[config.mk]
export PLATFORM = sky130hd
export DESIGN_NAME = inst_fetch_queue
export DESIGN_NICKNAME = d
export VERILOG_FILES = /design/src/rtl/inst_fetch_queue_pkg.sv /design/src/rtl/inst_fetch_queue_fetch_fifo.sv /design/src/rtl/inst_fetch_queue.sv
export SDC_FILE = /design/constraint.sdc
export NUM_CORES = 1
export LEC_CHECK = 0
export BUFFER_PORTS_ARGS = -buffer_cell sky130_fd_sc_hd__buf_2
export CAP_MARGIN = 20
export CORE_MARGIN = 4
export CORE_UTILIZATION = 54
export CTS_CLUSTER_DIAMETER = 120
export CTS_CLUSTER_SIZE = 16
export DETAILED_ROUTE_END_ITERATION = 7
export HOLD_SLACK_MARGIN = 0.08
export PLACE_DENSITY = 0.75
export SYNTH_ARGS = -nofsm -noshare
export SYNTH_HDL_FRONTEND = slang
export SYNTH_SLANG_ARGS = --single-unit
[constraint.sdc]
create_clock -name clk -period 5.3 [get_ports clk]
set_clock_uncertainty 0.2 [all_clocks]
set_input_delay 0.265 -clock clk [delete_from_list [all_inputs] [get_ports clk]]
set_output_delay 0.265 -clock clk [all_outputs]
set_load 0.005 [all_outputs]
[src/rtl/inst_fetch_queue_pkg.sv]
// Shared definitions for the instruction fetch queue: machine width,
// NOP encoding, PC step, the buffered entry layout and an alignment helper.
package inst_fetch_queue_pkg;

    localparam int unsigned      XLEN     = 32;
    localparam logic [XLEN-1:0]  NOP_INST = 32'h0000_0013;
    localparam logic [XLEN-1:0]  PC_INC   = 32'h0000_0004;

    // One buffered instruction: where it came from and what it is.
    typedef struct packed {
        logic [XLEN-1:0] pc;
        logic [XLEN-1:0] inst;
    } fetch_entry_t;

    // Force an address onto a word boundary.
    function automatic logic [XLEN-1:0] word_align(input logic [XLEN-1:0] addr);
        return {addr[XLEN-1:2], 2'b00};
    endfunction

endpackage

[src/rtl/inst_fetch_queue_fetch_fifo.sv]
// Synchronous FIFO holding fetched {pc, inst} entries. Writes land on the
// clock edge and are only visible on the read side the following cycle.
module fetch_fifo
    import inst_fetch_queue_pkg::*;
#(
    parameter int unsigned DEPTH = 4
) (
    input  logic                   clk,
    input  logic                   rst,
    input  logic                   flush,
    input  logic                   wr_en,
    input  fetch_entry_t           wr_data,
    input  logic                   rd_en,
    output fetch_entry_t           rd_data,
    output logic [$clog2(DEPTH):0] count
);

    localparam int unsigned      PTR_W    = $clog2(DEPTH);
    localparam int unsigned      CNT_W    = PTR_W + 1;
    localparam logic [CNT_W-1:0] FULL_CNT = CNT_W'(DEPTH);
    localparam logic [CNT_W-1:0] CNT_ZERO = {CNT_W{1'b0}};
    localparam logic [PTR_W-1:0] PTR_ZERO = {PTR_W{1'b0}};

    fetch_entry_t     mem_q [DEPTH];
    fetch_entry_t     mem_d [DEPTH];
    logic [PTR_W-1:0] wr_ptr_q, wr_ptr_d;
    logic [PTR_W-1:0] rd_ptr_q, rd_ptr_d;
    logic [CNT_W-1:0] count_q, count_d;
    logic             do_wr_s, do_rd_s;

    // Next state of storage, pointers and occupancy; a flush overrides both ports
    always_comb begin
        mem_d    = mem_q;
        wr_ptr_d = wr_ptr_q;
        rd_ptr_d = rd_ptr_q;
        count_d  = count_q;
        do_wr_s  = wr_en && (count_q != FULL_CNT);
        do_rd_s  = rd_en && (count_q != CNT_ZERO);
        if (flush) begin
            wr_ptr_d = PTR_ZERO;
            rd_ptr_d = PTR_ZERO;
            count_d  = CNT_ZERO;
        end else begin
            if (do_wr_s) begin
                mem_d[wr_ptr_q] = wr_data;
                wr_ptr_d        = wr_ptr_q + PTR_W'(1);
            end else begin
                wr_ptr_d = wr_ptr_q;
            end
            if (do_rd_s) begin
                rd_ptr_d = rd_ptr_q + PTR_W'(1);
            end else begin
                rd_ptr_d = rd_ptr_q;
            end
            case ({do_wr_s, do_rd_s})
                2'b10:   count_d = count_q + CNT_W'(1);
                2'b01:   count_d = count_q - CNT_W'(1);
                default: count_d = count_q;
            endcase
        end
    end

    // State register for storage, pointers and occupancy
    always_ff @(posedge clk) begin
        if (rst) begin
            for (int i = 0; i < DEPTH; i++) begin
                mem_q[i] <= '0;
            end
            wr_ptr_q <= PTR_ZERO;
            rd_ptr_q <= PTR_ZERO;
            count_q  <= CNT_ZERO;
        end else begin
            mem_q    <= mem_d;
            wr_ptr_q <= wr_ptr_d;
            rd_ptr_q <= rd_ptr_d;
            count_q  <= count_d;
        end
    end

    assign rd_data = mem_q[rd_ptr_q];
    assign count   = count_q;

endmodule

[src/rtl/inst_fetch_queue.sv]
// Instruction fetch queue: issues sequential word fetches under a credit
// limit, buffers returned instructions for decode, and on a redirect flushes
// the buffer and silently discards every response still in flight.
module inst_fetch_queue
    import inst_fetch_queue_pkg::*;
#(
    parameter int unsigned     DEPTH    = 4,
    parameter logic [XLEN-1:0] RESET_PC = 32'h0000_0000
) (
    input  logic            clk,
    input  logic            rst,
    output logic            imem_req_valid,
    input  logic            imem_req_ready,
    output logic [XLEN-1:0] imem_req_addr,
    input  logic            imem_rsp_valid,
    input  logic [XLEN-1:0] imem_rsp_data,
    output logic            dec_valid,
    input  logic            dec_ready,
    output logic [XLEN-1:0] dec_pc,
    output logic [XLEN-1:0] dec_pc_4,
    output logic [XLEN-1:0] dec_inst,
    input  logic            redirect,
    input  logic [XLEN-1:0] redirect_pc
);

    localparam int unsigned      CNT_W     = $clog2(DEPTH) + 1;
    localparam int unsigned      SUM_W     = CNT_W + 1;
    localparam logic [CNT_W-1:0] CNT_ZERO  = {CNT_W{1'b0}};
    localparam logic [SUM_W-1:0] DEPTH_SUM = SUM_W'(DEPTH);

    logic [XLEN-1:0]  fetch_pc_q, fetch_pc_d;
    // Requests between flushes are strictly sequential, so the in-order
    // address record reduces to the PC of the oldest unanswered request.
    logic [XLEN-1:0]  rsp_pc_q, rsp_pc_d;
    logic [CNT_W-1:0] outstanding_q, outstanding_d;
    logic [CNT_W-1:0] drop_q, drop_d;

    logic [CNT_W-1:0] occupancy_s;
    logic [SUM_W-1:0] credit_used_s;
    logic             req_fire_s, rsp_acc_s, rsp_keep_s, deq_s;
    fetch_entry_t     fifo_wdata_s, head_s;

    // Request credit check and the handshakes that move state this cycle
    always_comb begin
        credit_used_s  = SUM_W'(occupancy_s) + SUM_W'(outstanding_q);
        imem_req_valid = !rst && !redirect && (credit_used_s < DEPTH_SUM)
                         && (drop_q == CNT_ZERO);
        imem_req_addr  = fetch_pc_q;
        req_fire_s     = imem_req_valid && imem_req_ready;
        // A response with nothing in flight is stale (e.g. from before reset)
        rsp_acc_s      = imem_rsp_valid && (outstanding_q != CNT_ZERO);
        rsp_keep_s     = rsp_acc_s && (drop_q == CNT_ZERO) && !redirect;
        deq_s          = dec_valid && dec_ready && !redirect;
        fifo_wdata_s   = {rsp_pc_q, imem_rsp_data};
    end

    // Next state of fetch PC, response PC, in-flight and discard counters
    always_comb begin
        case ({req_fire_s, rsp_acc_s})
            2'b10:   outstanding_d = outstanding_q + CNT_W'(1);
            2'b01:   outstanding_d = outstanding_q - CNT_W'(1);
            default: outstanding_d = outstanding_q;
        endcase
        if (redirect) begin
            // Everything still in flight after this cycle is now garbage
            drop_d     = outstanding_q - CNT_W'(rsp_acc_s);
            fetch_pc_d = word_align(redirect_pc);
            rsp_pc_d   = word_align(redirect_pc);
        end else begin
            if (rsp_acc_s && (drop_q != CNT_ZERO)) begin
                drop_d = drop_q - CNT_W'(1);
            end else begin
                drop_d = drop_q;
            end
            if (req_fire_s) begin
                fetch_pc_d = fetch_pc_q + PC_INC;
            end else begin
                fetch_pc_d = fetch_pc_q;
            end
            if (rsp_keep_s) begin
                rsp_pc_d = rsp_pc_q + PC_INC;
            end else begin
                rsp_pc_d = rsp_pc_q;
            end
        end
    end

    // Control state register
    always_ff @(posedge clk) begin
        if (rst) begin
            fetch_pc_q    <= RESET_PC;
            rsp_pc_q      <= RESET_PC;
            outstanding_q <= CNT_ZERO;
            drop_q        <= CNT_ZERO;
        end else begin
            fetch_pc_q    <= fetch_pc_d;
            rsp_pc_q      <= rsp_pc_d;
            outstanding_q <= outstanding_d;
            drop_q        <= drop_d;
        end
    end

    fetch_fifo #(
        .DEPTH (DEPTH)
    ) u_fetch_fifo (
        .clk     (clk),
        .rst     (rst),
        .flush   (redirect),
        .wr_en   (rsp_keep_s),
        .wr_data (fifo_wdata_s),
        .rd_en   (deq_s),
        .rd_data (head_s),
        .count   (occupancy_s)
    );

    // Decode-side view of the head entry; idle values when the queue is empty
    always_comb begin
        dec_valid = (occupancy_s != CNT_ZERO);
        if (dec_valid) begin
            dec_pc   = head_s.pc;
            dec_pc_4 = head_s.pc + PC_INC;
            dec_inst = head_s.inst;
        end else begin
            dec_pc   = 32'h0000_0000;
            dec_pc_4 = 32'h0000_0000;
            dec_inst = NOP_INST;
        end
    end

endmodule
==> out/qor.csv, run 1 <==
stage,metric,value,unit
grt,GR Util met3,0.0378,
sta,crit share post-route,0.792,
worst_setup_path,CP max stage delay,0.94,ns
layout,fin nets,2128,
worst_setup_path,R2R setup slack,1.79,ns
clocking,CTS H-tree lvls,1,
power,peak supply drop,0.000198,V
worst_setup_path,CP cell instances,mux4_2 -> ha_1 -> and3_1 -> nand2_1 -> nor4_1 -> mux2_2 -> buf_2,
synthesis,Synth async-reset ratio,0,
worst_hold_path,Worst Hold Class,input port to flop,
clocking,Resized Gates After CTS,0,
detailed_routing,ANT nets after route,0,
synthesis,post-synthesis register bit count,321,
synthesis,Yosys cell types,58,
sta,Final Slew Violations,0,
grt,vias in the first global route,13200,
sta,Slew @ Worst Pin,1.16,ns
clocking,# clock sinks,321,
floorplanning,die area,31400,um^2
detailed_routing,vias per inst,5.78,
worst_setup_path,origin of the worst setup path,u_fetch_fifo.rd_ptr_q[1]$_SDFFE_PP0P_,
power,LEAKAGE,6.18,nW
detailed_routing,WL/cell,17.7,um
worst_setup_path,worst reg-to-reg path cell count,8,
worst_setup_path,Required @ worst endpoint,4.84,ns
worst_setup_path,critical path buffer and inverter count,1,
place,IO buf count,191,
synthesis,Synth Flop Type,dfxtp_1,
place,post-DP HPWL,25600,um
clocking,worst-skew pair later-pin latency,0.53,ns
clocking,CTS tree,built,
detailed_routing,DR iter-0 viols,1263,
layout,ANT cells,0,
synthesis,Syn Area/Cell,8.12,um^2
synthesis,most frequent cell after synthesis,nand2_1,
worst_setup_path,critical path type,flop to output port,
layout,# fillers,2408,
worst_setup_path,CP endpoint kind,output port,
floorplanning,Die Wd,177,um
worst_setup_path,Critical Path AT,3.73,ns
grt,met2 GRT Util,0.435,
worst_setup_path,Worst R2R End,u_fetch_fifo.mem_q[125]$_SDFFE_PP0P_,
synthesis,Syn Inst Count,1903,
sta,RSZ-0062 raised after global routing,false,
worst_setup_path,crit-path leading delay family,simple AND/OR/NAND/NOR gates,
synthesis,Syn. warnings,0,
detailed_routing,Detailed Route WL,42800,um
worst_setup_path,Crit Path Max Fanout,31,
synthesis,"EDFF count, synth",0,
detailed_routing,DRC viols,0,
sta,Slew headroom,0.227,
floorplanning,core area,28000,um^2
job,Max-Cap Viols,0,
sta,setup TNS,0,ns
detailed_routing,via count,14000,
grt,met1 Use GR,0.371,
clocking,post-CTS setup repair buffer count,0,
run_status,status,"complete, no violations",
synthesis,Synth area leaders,"dfxtp_1 (42%), nand2_1 (13%), a21oi_1 (9.4%), mux4_2 (9.0%), clkbuf_1 (2.8%)",
grt,first-pass GRT wire length,68500,um
layout,area grow syn2layout,14.2,%
sta,Final setup viols,0,
sta,max frequency,238,MHz
worst_setup_path,end of the critical path,dec_pc_4[30],
worst_setup_path,Critical Path Start Type,flop,
synthesis,leading area contributor after synthesis,dfxtp_1,
worst_setup_path,CP Depth,7,
synthesis,"Cell Area, Synth",15500,um^2
floorplanning,Initial Util,0.552,
place,routability-driven placement congestion ratio,0.843,
synthesis,Post-synth top cells,"nand2_1 (552), dfxtp_1 (321), a21oi_1 (291)",
floorplanning,I/O Pins,200,
clocking,"CTS clk-pin slew, worst paths",0.07,ns
grt,total grt overflow,0,
clocking,CTS root buffer,clkbuf_16,
clocking,clock buffer depth,3,
grt,GRT Util Overall,0.264,
synthesis,top-area cell type share of the netlist area,0.416,
power,Power Total,4.72,mW
power,P per Cell Area,268,nW/um^2
grt,GRT busiest layer,met2,
layout,fraction of layout instances using a drive strength above 1,0.159,
detailed_routing,Pre-antenna DRT Iters,5,
worst_setup_path,CP max stage cell,dfxtp_2,
sta,final hold violation count,0,
clocking,hold_buf cts,67,
floorplanning,die height,177,um
worst_setup_path,Critical R2R Launch,drop_q[0]$_SDFFE_PP0P_,
synthesis,register area share after synthesis,0.416,
grt,initial antenna violation count,0,
grt,largest net degree at the start of global routing,114,
clocking,Num CTS Buffers,24,
floorplanning,row count,61,
sta,clock period minus worst slack,4.20,ns
[cell type report]
cell class / instances / area (um^2) / area share
clock buffers: 27 / 633 / 0.0359
clock inverters: 1 / 16.3 / 0.000922
inverters: 37 / 139 / 0.00787
multi-input cells: 1385 / 8190 / 0.464
flip-flops and latches: 321 / 6430 / 0.364
well taps: 378 / 473 / 0.0268
repair buffers: 272 / 1760 / 0.0998
[routing by layer]
metal  vias up  routed length, um
met2       589              20200
met3        60               4010
met4         0                678
li1       6718                  -
met5         -                  0
met1      6616              17900
[cell families (layout without fill, tap and decap cells)]
kind of cell / Yosys count / count (layout) / synth area share
and+or+nand+nor: 841 / 841 / 0.241
AOI/OAI and AO/OA: 395 / 395 / 0.140
DFF: 321 / 321 / 0.416
buffers and inverters: 202 / 337 / 0.0597
muxes: 75 / 75 / 0.0997
xor gates and xnor gates: 51 / 51 / 0.0289
adders and majority gates: 17 / 17 / 0.0147
other: 1 / 6 / 0.000243
[flip-flops by register name, summed over array words and instances (netlist names)]
| signal | flops |
|---|---|
| outstanding_q | 3 |
| u_fetch_fifo.count | 3 |
| u_fetch_fifo.rd_ptr_q | 2 |
| u_fetch_fifo.mem_q | 248 |
| rsp_pc_q | 30 |
| imem_req_addr | 30 |
| u_fetch_fifo.wr_ptr_q | 2 |
| drop_q | 3 |
[worst min path at each step]
| stage | startpoint | end | slack, ns | cells after the start |
|---|---|---|---|---|
| 2_1_floorplan | imem_rsp_data[0] | u_fetch_fifo.mem_q[0]$_SDFFE_PP0P_ | 0.20 | 2 |
| 3_3_place_gp | u_fetch_fifo.mem_q[234]$_SDFFE_PP0P_ | u_fetch_fifo.mem_q[234]$_SDFFE_PP0P_ | 0.24 | 2 |
| 3_5_place_dp | u_fetch_fifo.mem_q[4]$_SDFFE_PP0P_ | u_fetch_fifo.mem_q[4]$_SDFFE_PP0P_ | 0.25 | 2 |
| 4_1_cts | imem_rsp_valid | drop_q[0]$_SDFFE_PP0P_ | 0.1 | 4 |
| 5_1_grt | imem_rsp_valid | drop_q[0]$_SDFFE_PP0P_ | 0.11 | 4 |
| 6_report | imem_rsp_valid | drop_q[0]$_SDFFE_PP0P_ | 0.11 | 4 |
[report_power, final]
group	total [mW]	leakage (nW)	internal, mW	switching [mW]
combinational	0.490	3.26	0.197	0.293
clock	1.67	0.318	0.844	0.829
sequential	2.56	2.60	2.47	0.0855
total	4.72	6.18	3.52	1.21
[cell usage in the layout (no fill, tap or decap), drive strengths merged, types with 9 or more instances in the layout]
cell type / count
nand2: 552
dfxtp: 321
a21oi: 291
buf: 204
nor2: 76
dlygate4sd3: 67
and2: 63
mux4: 62
inv: 36
nand3: 29
xnor2: 29
clkbuf: 28
o21ai: 25
xor2: 22
nand4: 21
nor3: 21
a31oi: 20
nor4: 18
and4: 16
a211oi: 16
ha: 15
or3: 14
a21boi: 14
mux2: 11
and3: 9
[metrics by stage]
step / area (um^2) / hold slack, ns / std cells / worst slack [ns] / utilization
detailed placement: 16300 / 0.245 / 2325 / 1.68 / 0.582
finish: 17600 / 0.112 / 2421 / 1.10 / 0.630
global placement: 16300 / 0.238 / 2325 / 1.73 / 0.582
CTS: 17600 / 0.0989 / 2420 / 1.08 / 0.629
global route: 17600 / 0.112 / 2421 / 0.972 / 0.630
floorplan: 15500 / 0.201 / 1908 / 2.30 / -
[worst reg2reg max path, stage by stage, from the launching register on]
cell and delay, ns:
dfxtp_1 0.30, inv_1 0.11, ha_1 0.20, nand3b_1 0.24
a2111oi_4 0.96, and2_2 0.82, buf_4 0.39, nand2_1 0.09
a21oi_1 0.14
Power figures use the tool's default switching activity.
==> inputs of run 2 (changes only) <==
--- a/config.mk
+++ b/config.mk
@@ -5,15 +5,16 @@
 export SDC_FILE = /design/constraint.sdc
 export NUM_CORES = 1
 export LEC_CHECK = 0
+export ABC_AREA = 1
 export BUFFER_PORTS_ARGS = -buffer_cell sky130_fd_sc_hd__buf_2
 export CAP_MARGIN = 20
 export CORE_MARGIN = 4
-export CORE_UTILIZATION = 54
+export CORE_UTILIZATION = 53
 export CTS_CLUSTER_DIAMETER = 120
 export CTS_CLUSTER_SIZE = 16
 export DETAILED_ROUTE_END_ITERATION = 7
 export HOLD_SLACK_MARGIN = 0.08
-export PLACE_DENSITY = 0.75
+export PLACE_DENSITY = 0.77
 export SYNTH_ARGS = -nofsm -noshare
 export SYNTH_HDL_FRONTEND = slang
 export SYNTH_SLANG_ARGS = --single-unit
==> constraint.sdc (replaced) <==
create_clock -name clk -period 3.7 [get_ports clk]
set_clock_uncertainty 0.2 [all_clocks]
set_input_delay 0.185 -clock clk [delete_from_list [all_inputs] [get_ports clk]]
set_output_delay 0.185 -clock clk [all_outputs]
set_load 0.005 [all_outputs]
==> out/qor.csv, run 2 <==
stage,metric,value,unit
power,Power Total,6.76,mW
detailed_routing,vias per inst,5.60,
detailed_routing,Pre-antenna DRT Iters,8,
floorplanning,die area,34600,um^2
power,LEAKAGE,7.95,nW
sta,Final Slew Violations,0,
detailed_routing,WL met1,23300,um
synthesis,top-area cell type share of the netlist area,0.383,
job,Max-Cap Viols,0,
sta,Slew @ Worst Pin,0.903,ns
sta,final hold violation count,0,
clocking,CTS root buffer,clkbuf_16,
detailed_routing,ANT nets after route,0,
detailed_routing,met2 wire length,23900,um
worst_setup_path,critical path type,input port to flop,
worst_setup_path,CP max stage delay,1.03,ns
worst_setup_path,end of the critical path,outstanding_q[1]$_SDFFE_PP0P_,
worst_setup_path,origin of the worst setup path,rst,
detailed_routing,DR iter-0 viols,1734,
layout,max FFs per register,248,
detailed_routing,WL/cell,16.4,um
layout,Largest Register,u_fetch_fifo.mem_q,
worst_setup_path,worst reg-to-reg path cell count,15,
worst_hold_path,Worst Hold Class,input port to flop,
layout,area of the multi-input gates,9070,um^2
layout,"commonest non-fill, non-tap cells in the layout","nor2_1 (640), nand2_1 (554), o21ai_0 (370)",
sta,fin worst setup slack,0.160,ns
synthesis,Syn Area/Cell,6.29,um^2
clocking,worst-skew pair later-pin latency,0.53,ns
grt,GRT Util Overall,0.295,
synthesis,Yosys cell types,38,
synthesis,"Cell Area, Synth",16800,um^2
grt,first-pass GRT wire length,84100,um
layout,fraction of layout instances using a drive strength above 1,0.0952,
layout,Seq. cell area,6430,um^2
sta,crit share post-route,0.957,
clocking,CTS H-tree lvls,1,
detailed_routing,via count,18100,
grt,initial antenna violation count,0,
power,P per Cell Area,352,nW/um^2
synthesis,Syn. warnings,0,
detailed_routing,met3 wire len,4240,um
worst_setup_path,cell mode on critical path,nor2_1,
sta,setup TNS,0,ns
grt,vias in the first global route,16500,
floorplanning,die height,186,um
clocking,# clock sinks,321,
synthesis,most frequent cell after synthesis,nor2_1,
synthesis,Post-synth top cells,"nor2_1 (641), nand2_1 (554), o21ai_0 (370)",
synthesis,"EDFF count, synth",0,
layout,fin nets,2911,
place,Place WS,0.768,ns
floorplanning,Initial Util,0.543,
synthesis,Syn Inst Count,2666,
layout,# fillers,2908,
worst_setup_path,Critical R2R Launch,drop_q[0]$_SDFFE_PP0P_,
sta,clock period minus worst slack,3.54,ns
worst_setup_path,Worst R2R End,u_fetch_fifo.count[2]$_SDFFE_PP0P_,
synthesis,Synth area leaders,"dfxtp_1 (38%), nor2_1 (14%), nand2_1 (12%), o21ai_0 (11%), a21oi_1 (5.7%)",
clocking,Num CTS Buffers,24,
floorplanning,I/O Pins,200,
floorplanning,core area,30900,um^2
worst_setup_path,CP cell instances,dlygate4sd3_1 -> buf_2 -> nor2_4 -> dlygate4sd3_1 -> inv_1 -> nor2_1 -> nand4_1 -> buf_4 -> ha_1 -> inv_1 -> fa_1 -> nor2_1 -> a21oi_1 -> nor2_1,
detailed_routing,DRC viols,0,
synthesis,register area share after synthesis,0.383,
clocking,"CTS clk-pin slew, worst paths",0.08,ns
detailed_routing,Detailed Route WL,52900,um
worst_setup_path,CP max stage cell,dlygate4sd3_1,
sta,Slew headroom,0.398,
detailed_routing,Max Used Layer,met4,
run_status,status,"complete, no violations",
worst_setup_path,CP endpoint kind,flop,
worst_setup_path,Crit Path Max Fanout,13,
worst_setup_path,Required @ worst endpoint,3.98,ns
layout,area grow syn2layout,14.6,%
worst_setup_path,Critical Path Start Type,input port,
sta,max frequency,283,MHz
synthesis,post-synthesis register bit count,321,
floorplanning,Die Wd,186,um
place,routability-driven placement congestion ratio,0.954,
clocking,CTS tree,built,
grt,largest net degree at the start of global routing,112,
grt,total grt overflow,0,
synthesis,leading area contributor after synthesis,dfxtp_1,
synthesis,Synth async-reset ratio,0,
place,IO buf count,191,
synthesis,Synth Flop Type,dfxtp_1,
clocking,clock buffer depth,3,
layout,"commonest non-fill, non-tap cell in the layout",nor2_1,
floorplanning,row count,64,
worst_setup_path,Critical Path AT,3.81,ns
power,peak supply drop,0.000392,V
sta,Final setup viols,0,
place,post-DP HPWL,34300,um
sta,RSZ-0062 raised after global routing,false,
worst_setup_path,R2R setup slack,0.72,ns
run 2: worst min path at each step:
| stage | start | to | slack [ns] | depth (start not counted) |
|---|---|---|---|---|
| 2_1_floorplan | redirect_pc[25] | rsp_pc_q[25]$_SDFFE_PP0P_ | 0.13 | 2 |
| 3_3_place_gp | u_fetch_fifo.mem_q[52]$_SDFFE_PP0P_ | u_fetch_fifo.mem_q[52]$_SDFFE_PP0P_ | 0.25 | 2 |
| 3_5_place_dp | redirect_pc[25] | rsp_pc_q[25]$_SDFFE_PP0P_ | 0.26 | 3 |
| 4_1_cts | imem_rsp_data[21] | u_fetch_fifo.mem_q[213]$_SDFFE_PP0P_ | 0.26 | 4 |
| 5_1_grt | imem_rsp_data[18] | u_fetch_fifo.mem_q[82]$_SDFFE_PP0P_ | 0.29 | 4 |
| 6_report | imem_rsp_data[21] | u_fetch_fifo.mem_q[213]$_SDFFE_PP0P_ | 0.27 | 4 |
run 2: area by class of cell:
type,instances,area share
Multi-Input combinational cell,2039,0.472
Clock buffer,26,0.0316
Tap cell,396,0.0258
Antenna cell,1,0.000130
Inverter,143,0.0283
Clock inverter,2,0.00169
Sequential cell,321,0.335
Timing Repair Buffer,295,0.106
run 2: critical path, delay by kind of cell:
kind	cells	cell delay, ns
buf+inv	6	2.29
simple gates	5	0.69
fa+ha+maj	2	0.60
compound gates	1	0.04
run 2: what timing repair did:
| item | CTS | global route |
|---|---|---|
| setup endpoints to repair | 0 | 3 |
| resized for setup | 0 | 2 |
| hold buffers | 72 | 0 |
| setup buffers | 0 | 0 |
| endpoints found under the hold margin | 200 | 0 |
run 2: metrics by stage:
step | instances | utilization | area, um^2 | hold slack (ns)
after floorplan | 2671 | - | 16800 | 0.127
after global placement | 3121 | 0.577 | 17800 | 0.253
after detailed placement | 3121 | 0.577 | 17800 | 0.259
after CTS | 3221 | 0.621 | 19200 | 0.258
after global routing | 3222 | 0.622 | 19200 | 0.290
final | 3223 | 0.622 | 19200 | 0.268
run 2: kinds of logic (layout without fill, tap and decap cells):
kind of cell,Yosys count,after routing,synth area share
buf+inv,311,466,0.0774
compound gates,600,600,0.183
xor+xnor,23,23,0.0120
simple gates,1393,1393,0.331
other cells,1,7,0.000224
flops,321,321,0.383
fa+ha+maj,17,17,0.0136
run 2: layer usage:
| layer | up-vias | global-route usage |
|---|---|---|
| met5 | - | 0 |
| met4 | 0 | 0.0912 |
| met3 | 97 | 0.0319 |
| met2 | 791 | 0.475 |
| met1 | 8252 | 0.417 |
| li1 | 8914 | - |
run 2: power breakdown:
part | internal [mW] | switching (mW)
Clock | 1.17 | 1.21
Sequential | 3.54 | 0.0891
Combinational | 0.271 | 0.477
Total | 4.99 | 1.77
==> inputs of run 3 (changes only) <==
--- a/config.mk
+++ b/config.mk
@@ -9,12 +9,13 @@
 export BUFFER_PORTS_ARGS = -buffer_cell sky130_fd_sc_hd__buf_2
 export CAP_MARGIN = 20
 export CORE_MARGIN = 4
-export CORE_UTILIZATION = 53
+export CORE_UTILIZATION = 45
 export CTS_CLUSTER_DIAMETER = 120
 export CTS_CLUSTER_SIZE = 16
 export DETAILED_ROUTE_END_ITERATION = 7
 export HOLD_SLACK_MARGIN = 0.08
-export PLACE_DENSITY = 0.77
+export PLACE_DENSITY = 0.67
+export RECOVER_POWER = 50
 export SYNTH_ARGS = -nofsm -noshare
 export SYNTH_HDL_FRONTEND = slang
 export SYNTH_SLANG_ARGS = --single-unit
==> constraint.sdc (replaced) <==
create_clock -name clk -period 3.7 [get_ports clk]
set_clock_uncertainty 0.2 [all_clocks]
set_input_delay 0.185 -clock clk [delete_from_list [all_inputs] [get_ports clk]]
set_output_delay 0.185 -clock clk [all_outputs]
set_load 0.1 [all_outputs]
==> out/qor.csv, run 3 (same netlist as run 2, synthesis figures left out) <==
stage,metric,value,unit
power,P per Cell Area,352,nW/um^2
detailed_routing,via count,18000,
worst_setup_path,end of the critical path,dec_pc_4[17],
grt,largest net degree at the start of global routing,109,
sta,Slew @ Worst Pin,1.54,ns
place,IO buf count,191,
worst_setup_path,Critical Path Start Type,flop,
detailed_routing,ANT nets after route,0,
floorplanning,I/O Pins,200,
run_status,failing checks,"capacitance limit, slew limit",
worst_setup_path,Crit Path Max Fanout,54,
worst_setup_path,worst reg-to-reg path cell count,11,
job,Max-Cap Viols,1,
layout,Largest Register,u_fetch_fifo.mem_q,
grt,first-pass GRT wire length,88900,um
clocking,Num CTS Buffers,24,
clocking,CTS root buffer,clkbuf_16,
place,post-DP HPWL,36900,um
worst_setup_path,crit-path leading delay family,simple AND/OR/NAND/NOR gates,
grt,initial antenna violation count,0,
layout,max FFs per register,248,
worst_setup_path,CP max stage cell,dfxtp_4,
layout,"Design Area, Final",19800,um^2
sta,Slew headroom,-0.0281,
clocking,"CTS clk-pin slew, worst paths",0.08,ns
worst_setup_path,CP max stage delay,0.40,ns
worst_setup_path,Critical R2R Launch,drop_q[0]$_SDFFE_PP0P_,
detailed_routing,DR iter-0 viols,1339,
floorplanning,die height,201,um
power,Power Total,6.98,mW
worst_setup_path,cell mode on critical path,nand2_1,
sta,crit share post-route,0.932,
detailed_routing,DRC viols,0,
detailed_routing,WL/cell,16.8,um
layout,"commonest non-fill, non-tap cells in the layout","nor2_1 (637), nand2_1 (554), o21ai_0 (370)",
grt,vias in the first global route,17100,
layout,ANT cells,0,
sta,setup TNS,0,ns
sta,max frequency,290,MHz
sta,final hold violation count,0,
worst_setup_path,CP Depth,12,
clocking,worst-skew pair later-pin latency,0.54,ns
layout,fraction of layout instances using a drive strength above 1,0.0869,
detailed_routing,vias per inst,5.44,
sta,RSZ-0062 raised after global routing,false,
floorplanning,row count,70,
worst_setup_path,CP endpoint kind,output port,
detailed_routing,Pre-antenna DRT Iters,6,
sta,Final setup viols,0,
clocking,CTS H-tree lvls,1,
floorplanning,Initial Util,0.457,
power,LEAKAGE,7.97,nW
clocking,# clock sinks,321,
floorplanning,core area,36700,um^2
run_status,status,finished with violations,
detailed_routing,Detailed Route WL,55700,um
place,Placed Area,18400,um^2
worst_setup_path,critical path type,flop to output port,
worst_setup_path,Required @ worst endpoint,3.31,ns
layout,fin nets,2927,
clocking,clock buffer depth,3,
worst_setup_path,R2R setup slack,0.34,ns
layout,area grow syn2layout,18.3,%
worst_setup_path,origin of the worst setup path,u_fetch_fifo.rd_ptr_q[0]$_SDFFE_PP0P_,
worst_hold_path,Worst Hold Class,flop to flop,
sta,Final Slew Violations,96,
worst_setup_path,Worst R2R End,u_fetch_fifo.mem_q[174]$_SDFFE_PP0P_,
floorplanning,Die Wd,201,um
sta,clock period minus worst slack,3.45,ns
place,routability-driven placement congestion ratio,0.921,
worst_setup_path,critical path buffer and inverter count,3,
floorplanning,die area,40400,um^2
sta,Hold Slack,0.273,ns
worst_setup_path,Critical Path AT,3.06,ns
clocking,CTS tree,built,
power,peak supply drop,0.000338,V
layout,"commonest non-fill, non-tap cell in the layout",nor2_1,
grt,GRT Util Overall,0.261,
worst_setup_path,CP cell instances,buf_4 -> buf_16 -> nand2_1 -> nand3_1 -> nand2_1 -> nor2_1 -> nand2_1 -> nor2_1 -> nand2_1 -> xor2_1 -> nor2_1 -> buf_12,
grt,total grt overflow,0,
## run 3: changes by cell type in the layout (fill, tap and decap cells not counted), sizes merged
cell,delta
buf,-33
clkbuf,+45
diode,-1
dlygate4sd3,+4
## run 3: worst min-delay path by stage
stage,startpoint,endpoint,cells past startpoint,slack (ns)
CTS,imem_rsp_data[4],u_fetch_fifo.mem_q[132]$_SDFFE_PP0P_,4,0.26
floorplan,redirect_pc[25],rsp_pc_q[25]$_SDFFE_PP0P_,2,0.13
finish,u_fetch_fifo.mem_q[49]$_SDFFE_PP0P_,u_fetch_fifo.mem_q[49]$_SDFFE_PP0P_,2,0.27
detailed placement,redirect_pc[25],rsp_pc_q[25]$_SDFFE_PP0P_,3,0.26
global placement,u_fetch_fifo.mem_q[46]$_SDFFE_PP0P_,u_fetch_fifo.mem_q[46]$_SDFFE_PP0P_,2,0.25
global route,u_fetch_fifo.mem_q[52]$_SDFFE_PP0P_,u_fetch_fifo.mem_q[52]$_SDFFE_PP0P_,2,0.29
## run 3: cell type report
type                    count  area [um^2]
fillers                  3641        16900
multi-input cells        2039         9100
flip-flops and latches    321         6430
repair buffers            311         2540
clock buffers              26          608
well taps                 468          586
inverters                 143          542
clock inverters             2         32.5
## run 3: routing by layer
layer	wire length (um)	share of wire	vias up	track usage
met5	0	0	-	0
met4	1690	0.030	0	0.0767
met3	3180	0.057	105	0.0250
met1	23900	0.43	8367	0.338
met2	26900	0.48	598	0.464
li1	-	-	8938	-
## run 3: worst reg2reg max path, stage by stage, from the launching register on
cell and delay [ns]:
dfxtp_1 0.31, inv_1 0.10, ha_1 0.17, nand2_1 0.13, nor2_1 0.14, buf_4 0.20
inv_2 0.12, nor3_1 0.56, nand2_1 0.17, clkbuf_2 0.65, o21ai_0 0.42, nor2_1 0.07
## run 3: where the power goes
part | total [mW] | internal [mW] | leakage, nW | switching (mW)
Combinational | 0.936 | 0.272 | 5.06 | 0.664
Clock | 2.41 | 1.17 | 0.312 | 1.24
Sequential | 3.63 | 3.54 | 2.60 | 0.0909
## run 3: repair_timing
item	in CTS	in global routing
buffers inserted	0	5
hold buffers	76	0
endpoints found under the hold margin	200	0
gates resized for setup	0	13
setup endpoints to repair	0	22
## run 3: stage by stage
stage               cells  setup slack (ns)  utilization
floorplan            2671           -0.0665            -
detailed placement   3199             0.601        0.501
global placement     3199             0.623        0.501
finish               3310             0.252        0.541
CTS                  3303           0.00220        0.539
global route         3310            0.0164        0.541
